**src/rtl/bram_arbiter.sv**
```systemverilog
// bram_arbiter
// Shares one single-port synchronous block RAM between the 6502 core (m0)
// and the UART debug/loader engine (m1). One access is granted per cycle with
// zero grant latency. m0 has priority, but after MAX_BURST consecutive m0
// grants with m1 waiting, m1 gets the next slot. m1 can take exclusive
// ownership of the RAM with m1_lock for atomic multi-cycle sequences.
//
// Ports:
//   clk, reset              system clock, asynchronous active-high reset
//   m0_*/m1_*  (in)         req, we, addr, wdata per requester; m1_lock
//   m0_gnt, m1_gnt (out)    combinational grant, at most one high
//   m0/m1_rvalid, _rdata    registered read-return, one cycle after grant
//   mem_en/we/addr/wdata    RAM control, muxed from the granted port
//   mem_rdata  (in)         RAM output, one cycle after mem_en
module bram_arbiter #(
    parameter int AW        = 13,
    parameter int DW        = 8,
    parameter int MAX_BURST = 4
) (
    input  logic          clk,
    input  logic          reset,
    input  logic          m0_req,
    input  logic          m0_we,
    input  logic [AW-1:0] m0_addr,
    input  logic [DW-1:0] m0_wdata,
    input  logic          m1_req,
    input  logic          m1_we,
    input  logic [AW-1:0] m1_addr,
    input  logic [DW-1:0] m1_wdata,
    input  logic          m1_lock,
    output logic          m0_gnt,
    output logic          m1_gnt,
    output logic          m0_rvalid,
    output logic          m1_rvalid,
    output logic [DW-1:0] m0_rdata,
    output logic [DW-1:0] m1_rdata,
    output logic          mem_en,
    output logic          mem_we,
    output logic [AW-1:0] mem_addr,
    output logic [DW-1:0] mem_wdata,
    input  logic [DW-1:0] mem_rdata
);

    localparam logic [3:0] LP_MAX = 4'(MAX_BURST);

    logic [3:0] r_wait_cnt;
    logic       r_lock_q;
    logic [1:0] r_rd_owner;

    logic       w_locked;
    logic       w_m0_gnt;
    logic       w_m1_gnt;

    // The lock only holds while m1 keeps m1_lock high; dropping it hands
    // control back to normal arbitration in the same cycle.
    assign w_locked = r_lock_q & m1_lock;

    always_comb begin
        w_m0_gnt = 1'b0;
        w_m1_gnt = 1'b0;
        if (!reset) begin
            if (w_locked) begin
                w_m1_gnt = m1_req;
            end else if (m0_req && m1_req) begin
                if (r_wait_cnt < LP_MAX) begin
                    w_m0_gnt = 1'b1;
                end else begin
                    w_m1_gnt = 1'b1;
                end
            end else begin
                w_m0_gnt = m0_req;
                w_m1_gnt = m1_req;
            end
        end
    end

    always_ff @(posedge clk or posedge reset) begin
        if (reset) begin
            r_wait_cnt <= 4'd0;
            r_lock_q   <= 1'b0;
            r_rd_owner <= 2'b00;
        end else begin
            if (w_m1_gnt || !m1_req) begin
                r_wait_cnt <= 4'd0;
            end else if (w_m0_gnt && r_wait_cnt < LP_MAX) begin
                r_wait_cnt <= r_wait_cnt + 4'd1;
            end
            r_lock_q   <= m1_lock & (r_lock_q | w_m1_gnt);
            r_rd_owner <= {w_m1_gnt & ~m1_we, w_m0_gnt & ~m0_we};
        end
    end

    assign m0_gnt    = w_m0_gnt;
    assign m1_gnt    = w_m1_gnt;
    assign mem_en    = w_m0_gnt | w_m1_gnt;
    // Idle cycles park the address/data mux on m0 and force we low.
    assign mem_we    = w_m1_gnt ? m1_we : (w_m0_gnt & m0_we);
    assign mem_addr  = w_m1_gnt ? m1_addr  : m0_addr;
    assign mem_wdata = w_m1_gnt ? m1_wdata : m0_wdata;

    assign m0_rvalid = r_rd_owner[0];
    assign m1_rvalid = r_rd_owner[1];
    assign m0_rdata  = mem_rdata;
    assign m1_rdata  = mem_rdata;

endmodule

```
**config.mk**
```make
export PLATFORM = sky130hd
export DESIGN_NAME = bram_arbiter
export DESIGN_NICKNAME = d
export VERILOG_FILES = /design/src/rtl/bram_arbiter.sv
export SDC_FILE = /design/constraint.sdc
export NUM_CORES = 1
export LEC_CHECK = 0
export CAP_MARGIN = 10
export CORE_ASPECT_RATIO = 0.7
export CORE_MARGIN = 4
export CORE_UTILIZATION = 26
export DETAILED_ROUTE_END_ITERATION = 8
export PLACE_DENSITY = 0.91
export SYNTH_ARGS = -nofsm -noshare
export SYNTH_HDL_FRONTEND = slang
export SYNTH_SLANG_ARGS = --single-unit
```
**constraint.sdc**
```tcl
create_clock -name clk -period 1.9 [get_ports clk]
set_clock_uncertainty 0.05 [all_clocks]
set_input_delay 0.285 -clock clk [delete_from_list [all_inputs] [get_ports clk]]
set_output_delay 0.285 -clock clk [all_outputs]
set_load 0.005 [all_outputs]
```
## Yosys cells after proc, flatten, opt, wreduce, memory -nomap -nowiden

Index checks and enable logic that the tools add are counted.

- Flip-flop bits (word level): 7
- Input bits: 57
- Output and inout bits: 43
- Logic and storage cells: 32

- Add/sub/neg operators: 1
- Magnitude comparators: 1
- Mux-type cells: 13
- Bitwise gates (word level): 9
- Reduce and logical (&&, ||, !) cells: 5

Operators with widths:

| cell | number |
|---|---|
| two-way mux 13 bit | 1 |
| two-way mux 1 bit | 9 |
| two-way mux 4 bit | 2 |
| two-way mux 8 bit | 1 |
| AND 1 bit | 5 |
| adder 4 x 1 -> 4 bit (second input constant) | 1 |
| < comparator 4 x 3 -> 1 bit (second input constant) | 1 |
| logical AND 1 bit | 2 |
| NOT 1 bit | 2 |
| bitwise OR 1 bit | 2 |
| nonzero test 2 bit | 1 |
| zero test 1 bit | 1 |
| logical OR 1 bit | 1 |

## Depth between registers and ports, before layout

- Word-level depth: 8
- Depth in mapped cells: 5
- Mapped depth without buffers: 4

## Worst setup path before layout

Ideal clock, no wire load.

- Kind: in2out
- From: in reset
- To: out mem_addr[10]
- Arrival: 1.234 ns
- Data required time: 1.565 ns
- Slack: 0.331 ns
- Stages on the path: 5
- Path buffers: 2
- Path through: buf_6 -> nand2b_4 -> a21oi_4 -> buf_6 -> mux2_4

- Longest elaborated chain between the ends: 2

Ends and longest elaborated chain:

| item | RTL line | source |
|---|---|---|
| start: declaration | 21 | `input logic reset,` |
| two-way mux 1 bit | 61 | `if (!reset) begin` |
| two-way mux 13 bit | 98 | `assign mem_addr = w_m1_gnt ? m1_addr : m0_addr;` |
| end: declaration | 39 | `output logic [AW-1:0] mem_addr,` |

No other way between the ends.

## Worst setup path in the final report

- From: reg r_lock_q
- To: out mem_addr[6]

- Longest elaborated chain between the ends: 4

Ends and longest elaborated chain:

| item | RTL line | source |
|---|---|---|
| start: declaration | 47 | `logic r_lock_q;` |
| start signal: assignment | 88 | `r_lock_q <= m1_lock & (r_lock_q \| w_m1_gnt);` |
| AND 1 bit | 56 | `assign w_locked = r_lock_q & m1_lock;` |
| two-way mux 1 bit | 62 | `if (w_locked) begin` |
| two-way mux 1 bit | 61 |  |
| two-way mux 13 bit | 98 |  |

No other way between the ends.

==> out/qor_table.md <==
| Parameter | Value | Unit |
|:---|:---|:---|
| Result of the run | finished, violations left | - |
| Via count of the first global-routing pass | 885 | - |
| Routed Antenna Nets | 0 | - |
| CTS root buffer | sky130_fd_sc_hd__clkbuf_8 | - |
| Post-synthesis compound-gate area fraction | 10.4 | % |
| Kind of end point of the critical path | primary output | - |
| Post-Place Worst Slack | -0.552 | ns |
| Power share of the sequential group | 22.1 | % |
| Number of DRC markers in iteration 0 | 21 | - |
| Endpoints failing setup | 19 | - |
| Count of standard-cell rows | 16 | - |
| I/O pin count | 100 | - |
| Type of the worst setup path | flop to primary output | - |
| Setup repair after global routing missed its margin | true | - |
| Total power | 713 | uW |
| Routed len/inst | 16.0 | um |
| Die area | 4120 | um2 |
| Number of detailed-routing iterations run before antenna repair | 3 | - |
| Setup TNS | -1.11 | ns |
| Number of clock buffers inserted by TritonCTS | 3 | - |
| Sequence of cells on the critical path | a21boi_4 -> a21oi_4 -> buf_6 -> buf_16 -> mux2_4 -> buf_6 | - |
| Via-to-Cell Ratio | 4.25 | - |
| Min-Delay Path Class | input port to async pin | - |
| Proportion of synthesized chip area in sequential cells | 21.4 | % |
| Worst-path fanout max | 6 | - |
| Cell mode on critical path | sky130_fd_sc_hd__buf_6 | - |
| Tmin final | 1.98 | ns |
| Final WS setup | -0.0780 | ns |
| Violated checks | setup timing | - |
| Remaining max-slew budget at the tightest pin | 86.7 | % |
| Number of endpoints with negative hold slack in the final report | 0 | - |
| Number of diodes added for antenna fixing | 0 | - |
| Horiz. Die Dim | 75.1 | um |
| Final design area excluding fillers | 1800 | um2 |
| Highest clock frequency the design can meet | 506 | MHz |
| H-tree lvl count | 1 | - |
| Net switching power | 169 | uW |
| Max incr delay on CP | 0.41 | ns |
| Hold-fix buffer count after cts | 0 | - |
| Top flip-flop cell by instance count after synthesis | sky130_fd_sc_hd__dfrtp_1 | - |
| Core area | 2900 | um2 |
| Number of vias after detailed routing | 828 | - |
| Clock net sink count | 7 | - |
| Utilization after layout | 62.1 | % |
| Count of cell types in the netlist | 24 | - |
| Leak pwr | 0.851 | nW |
| Die Y | 54.9 | um |
| Maximum count of clock buffers along a single path | 2 | - |
| GR Overflow Total | 0 | - |
| Synth warnings | 0 | - |
| Internal power contribution | 544 | uW |
| Number of input and output port buffers inserted | 75 | - |
| Synth Register Bits | 7 | - |
| Final period utilization | 104 | % |
| Adder-Cell Fraction of Synth Area | 1.53 | % |
| Xor/xnor share of the synthesized area | 0 | % |
| Placer's final routability congestion estimate | 0.715 | - |
| Count of buffer and inverter cells on the critical path | 3 | - |
| Placed instance count | 174 | - |
| Clock slew at the register clock pins of the worst setup and hold paths | 0.04 | ns |
| Number of violations of the max-capacitance limit | 0 | - |
| Clock latency on the worst-skew pair | 0.23 | ns |
| Post-layout net count | 218 | - |
| Commonest non-fill, non-tap cells in the layout | sky130_fd_sc_hd__clkdlybuf4s50_1 (46), sky130_fd_sc_hd__buf_6 (33), sky130_fd_sc_hd__mux2_4 (21), sky130_fd_sc_hd__buf_4 (9), sky130_fd_sc_hd__dfrtp_1 (7) | - |
| Worst Path Required | 1.56 | ns |
| Switching Share | 23.7 | % |
| Post-Syn Nets | 133 | - |
| Arrival time of data at the critical path endpoint | 1.64 | ns |
| Global-route wire length before repair | 4260 | um |
| Share of synthesized registers carrying an async set or reset | 100 | % |
| Synth Area per Inst | 10.9 | um2 |
| Routed wire length | 3130 | um |
| Fraction of power consumed by the clock network | 30.3 | % |
| Critical-path top delay cell | sky130_fd_sc_hd__dfrtp_1 | - |
| Clock tree from TritonCTS | built | - |
| Most common library cell in the layout ignoring fill and taps | sky130_fd_sc_hd__clkdlybuf4s50_1 | - |
| Largest delay share family, worst path | flip-flops | - |
| Effective utilization at floorplan | 28.2 | % |
| Largest net degree at the start of global routing | 10 | - |
| Cell area after synthesis | 818 | um2 |
| Worst-margin pin slew | 0.198 | ns |
| Placed wire-length estimate after detailed placement | 2350 | um |
| EDFF count, synth | 0 | - |
| Portion of netlist area occupied by mux cells | 36.7 | % |
| Final Hold Slack | 0.201 | ns |
| Number of max-slew violations in the final report | 0 | - |
| Total power density per cell area | 395 | nW/um2 |
| Fraction of post-synthesis cell area in the top cell type by area | 31.2 | % |
| Overall Global Routing Usage | 14.4 | % |
| Residual DRC | 0 | - |
| Number of standard cells in the layout, taps in and fillers out | 195 | - |
| Worst Setup Start Kind | flop | - |
| Cells after synthesis | 75 | - |
| Worst IR Drop VDD | 0.194 | mV |
| Most area-hungry cell type in the Yosys netlist | sky130_fd_sc_hd__mux2_4 | - |
| Share of cells above drive strength 1 | 49.1 | % |
| Combinational Power Share | 47.6 | % |
| Area share of and/or/nand/nor cells after synthesis | 10.7 | % |
| Antenna violations before repair | 0 | - |
| Area added between synthesis and finish | 120 | % |
| Post-place instance area | 1530 | um2 |
| Top cells by area, synth | sky130_fd_sc_hd__mux2_4 (31%), sky130_fd_sc_hd__dfrtp_1 (21%), sky130_fd_sc_hd__buf_4 (15%) | - |
| Largest family of logic cells by synthesized area | multiplexers | - |
## state kept, by name, indices dropped and copies added, names as in the netlist
name,count
r_wait_cnt,4
r_lock_q,1
r_rd_owner,2
## final timing paths
kind	from	end	slack, ns	cells past startpoint
max in group asynchronous	reset	r_wait_cnt[2]$_DFFE_PP0P_	1.30	4
max reg2reg	r_lock_q$_DFF_PP0_	r_lock_q$_DFF_PP0_	0.35	7
max	r_lock_q$_DFF_PP0_	mem_addr[6]	-0.08	6
min in group clk	m1_lock	r_lock_q$_DFF_PP0_	0.43	2
min	reset	r_wait_cnt[1]$_DFFE_PP0P_	0.20	3
min reg2reg	r_wait_cnt[0]$_DFFE_PP0P_	r_wait_cnt[0]$_DFFE_PP0P_	0.45	1
## power by group through the flow
stage | clock network, mW | logic [mW] | registers, mW
2_1_floorplan | 0 | 0.124 | 0.159
3_3_place_gp | 0 | 0.285 | 0.159
3_5_place_dp | 0 | 0.294 | 0.159
4_1_cts | 0.224 | 0.340 | 0.157
5_1_grt | 0.236 | 0.360 | 0.157
6_report | 0.216 | 0.339 | 0.157
## layer usage
layer	track usage (%)	part of all wire, %	up-vias
met5	0	0	-
met4	5.03	0.74	0
met3	4.15	6.0	2
met2	26.4	57	30
met1	16.0	36	382
li1	-	-	414
## worst register-to-register path, stage by stage (launching register included)
cell and delay [ns]:
sky130_fd_sc_hd__dfrtp_1 0.41, sky130_fd_sc_hd__a21boi_4 0.21, sky130_fd_sc_hd__a21oi_4 0.10, sky130_fd_sc_hd__buf_6 0.14, sky130_fd_sc_hd__buf_16 0.13, sky130_fd_sc_hd__buf_4 0.13
sky130_fd_sc_hd__buf_4 0.13, sky130_fd_sc_hd__o21a_1 0.16
## Yosys cell counts (2+ instances only)
library cell / count
sky130_fd_sc_hd__nand3_1: 2
sky130_fd_sc_hd__nand2_1: 4
sky130_fd_sc_hd__dfrtp_1: 7
sky130_fd_sc_hd__buf_4: 16
sky130_fd_sc_hd__buf_6: 3
sky130_fd_sc_hd__a21oi_1: 2
sky130_fd_sc_hd__mux2_4: 17
sky130_fd_sc_hd__nor2_1: 4
sky130_fd_sc_hd__mux2_2: 4
sky130_fd_sc_hd__o21ai_0: 2
## cell families (layout without fill, tap and decap cells)
kind of cell	after synthesis	in the layout
AOI/OAI and AO/OA	10	10
adders and majority gates	1	1
buffers and inverters	20	104
DFF	7	7
muxes	21	21
and+or+nand+nor	16	16
## area by class of cell
| type | count | area (um2) |
|---|---|---|
| Fill cell | 223 | 1100 |
| Timing Repair Buffer | 99 | 1020 |
| Multi-Input combinational cell | 48 | 512 |
| Sequential cell | 7 | 175 |
| Clock buffer | 4 | 45.0 |
| Tap cell | 36 | 45.0 |
| Inverter | 1 | 3.75 |
## repair_timing
action	4_1_cts	5_1_grt
setup buffers	13	3
endpoints found under the setup margin	25	23
cloned	3	0
gates resized for setup	130	10
pin swaps	2	3
No activity file was read; power rests on OpenSTA's default activity.
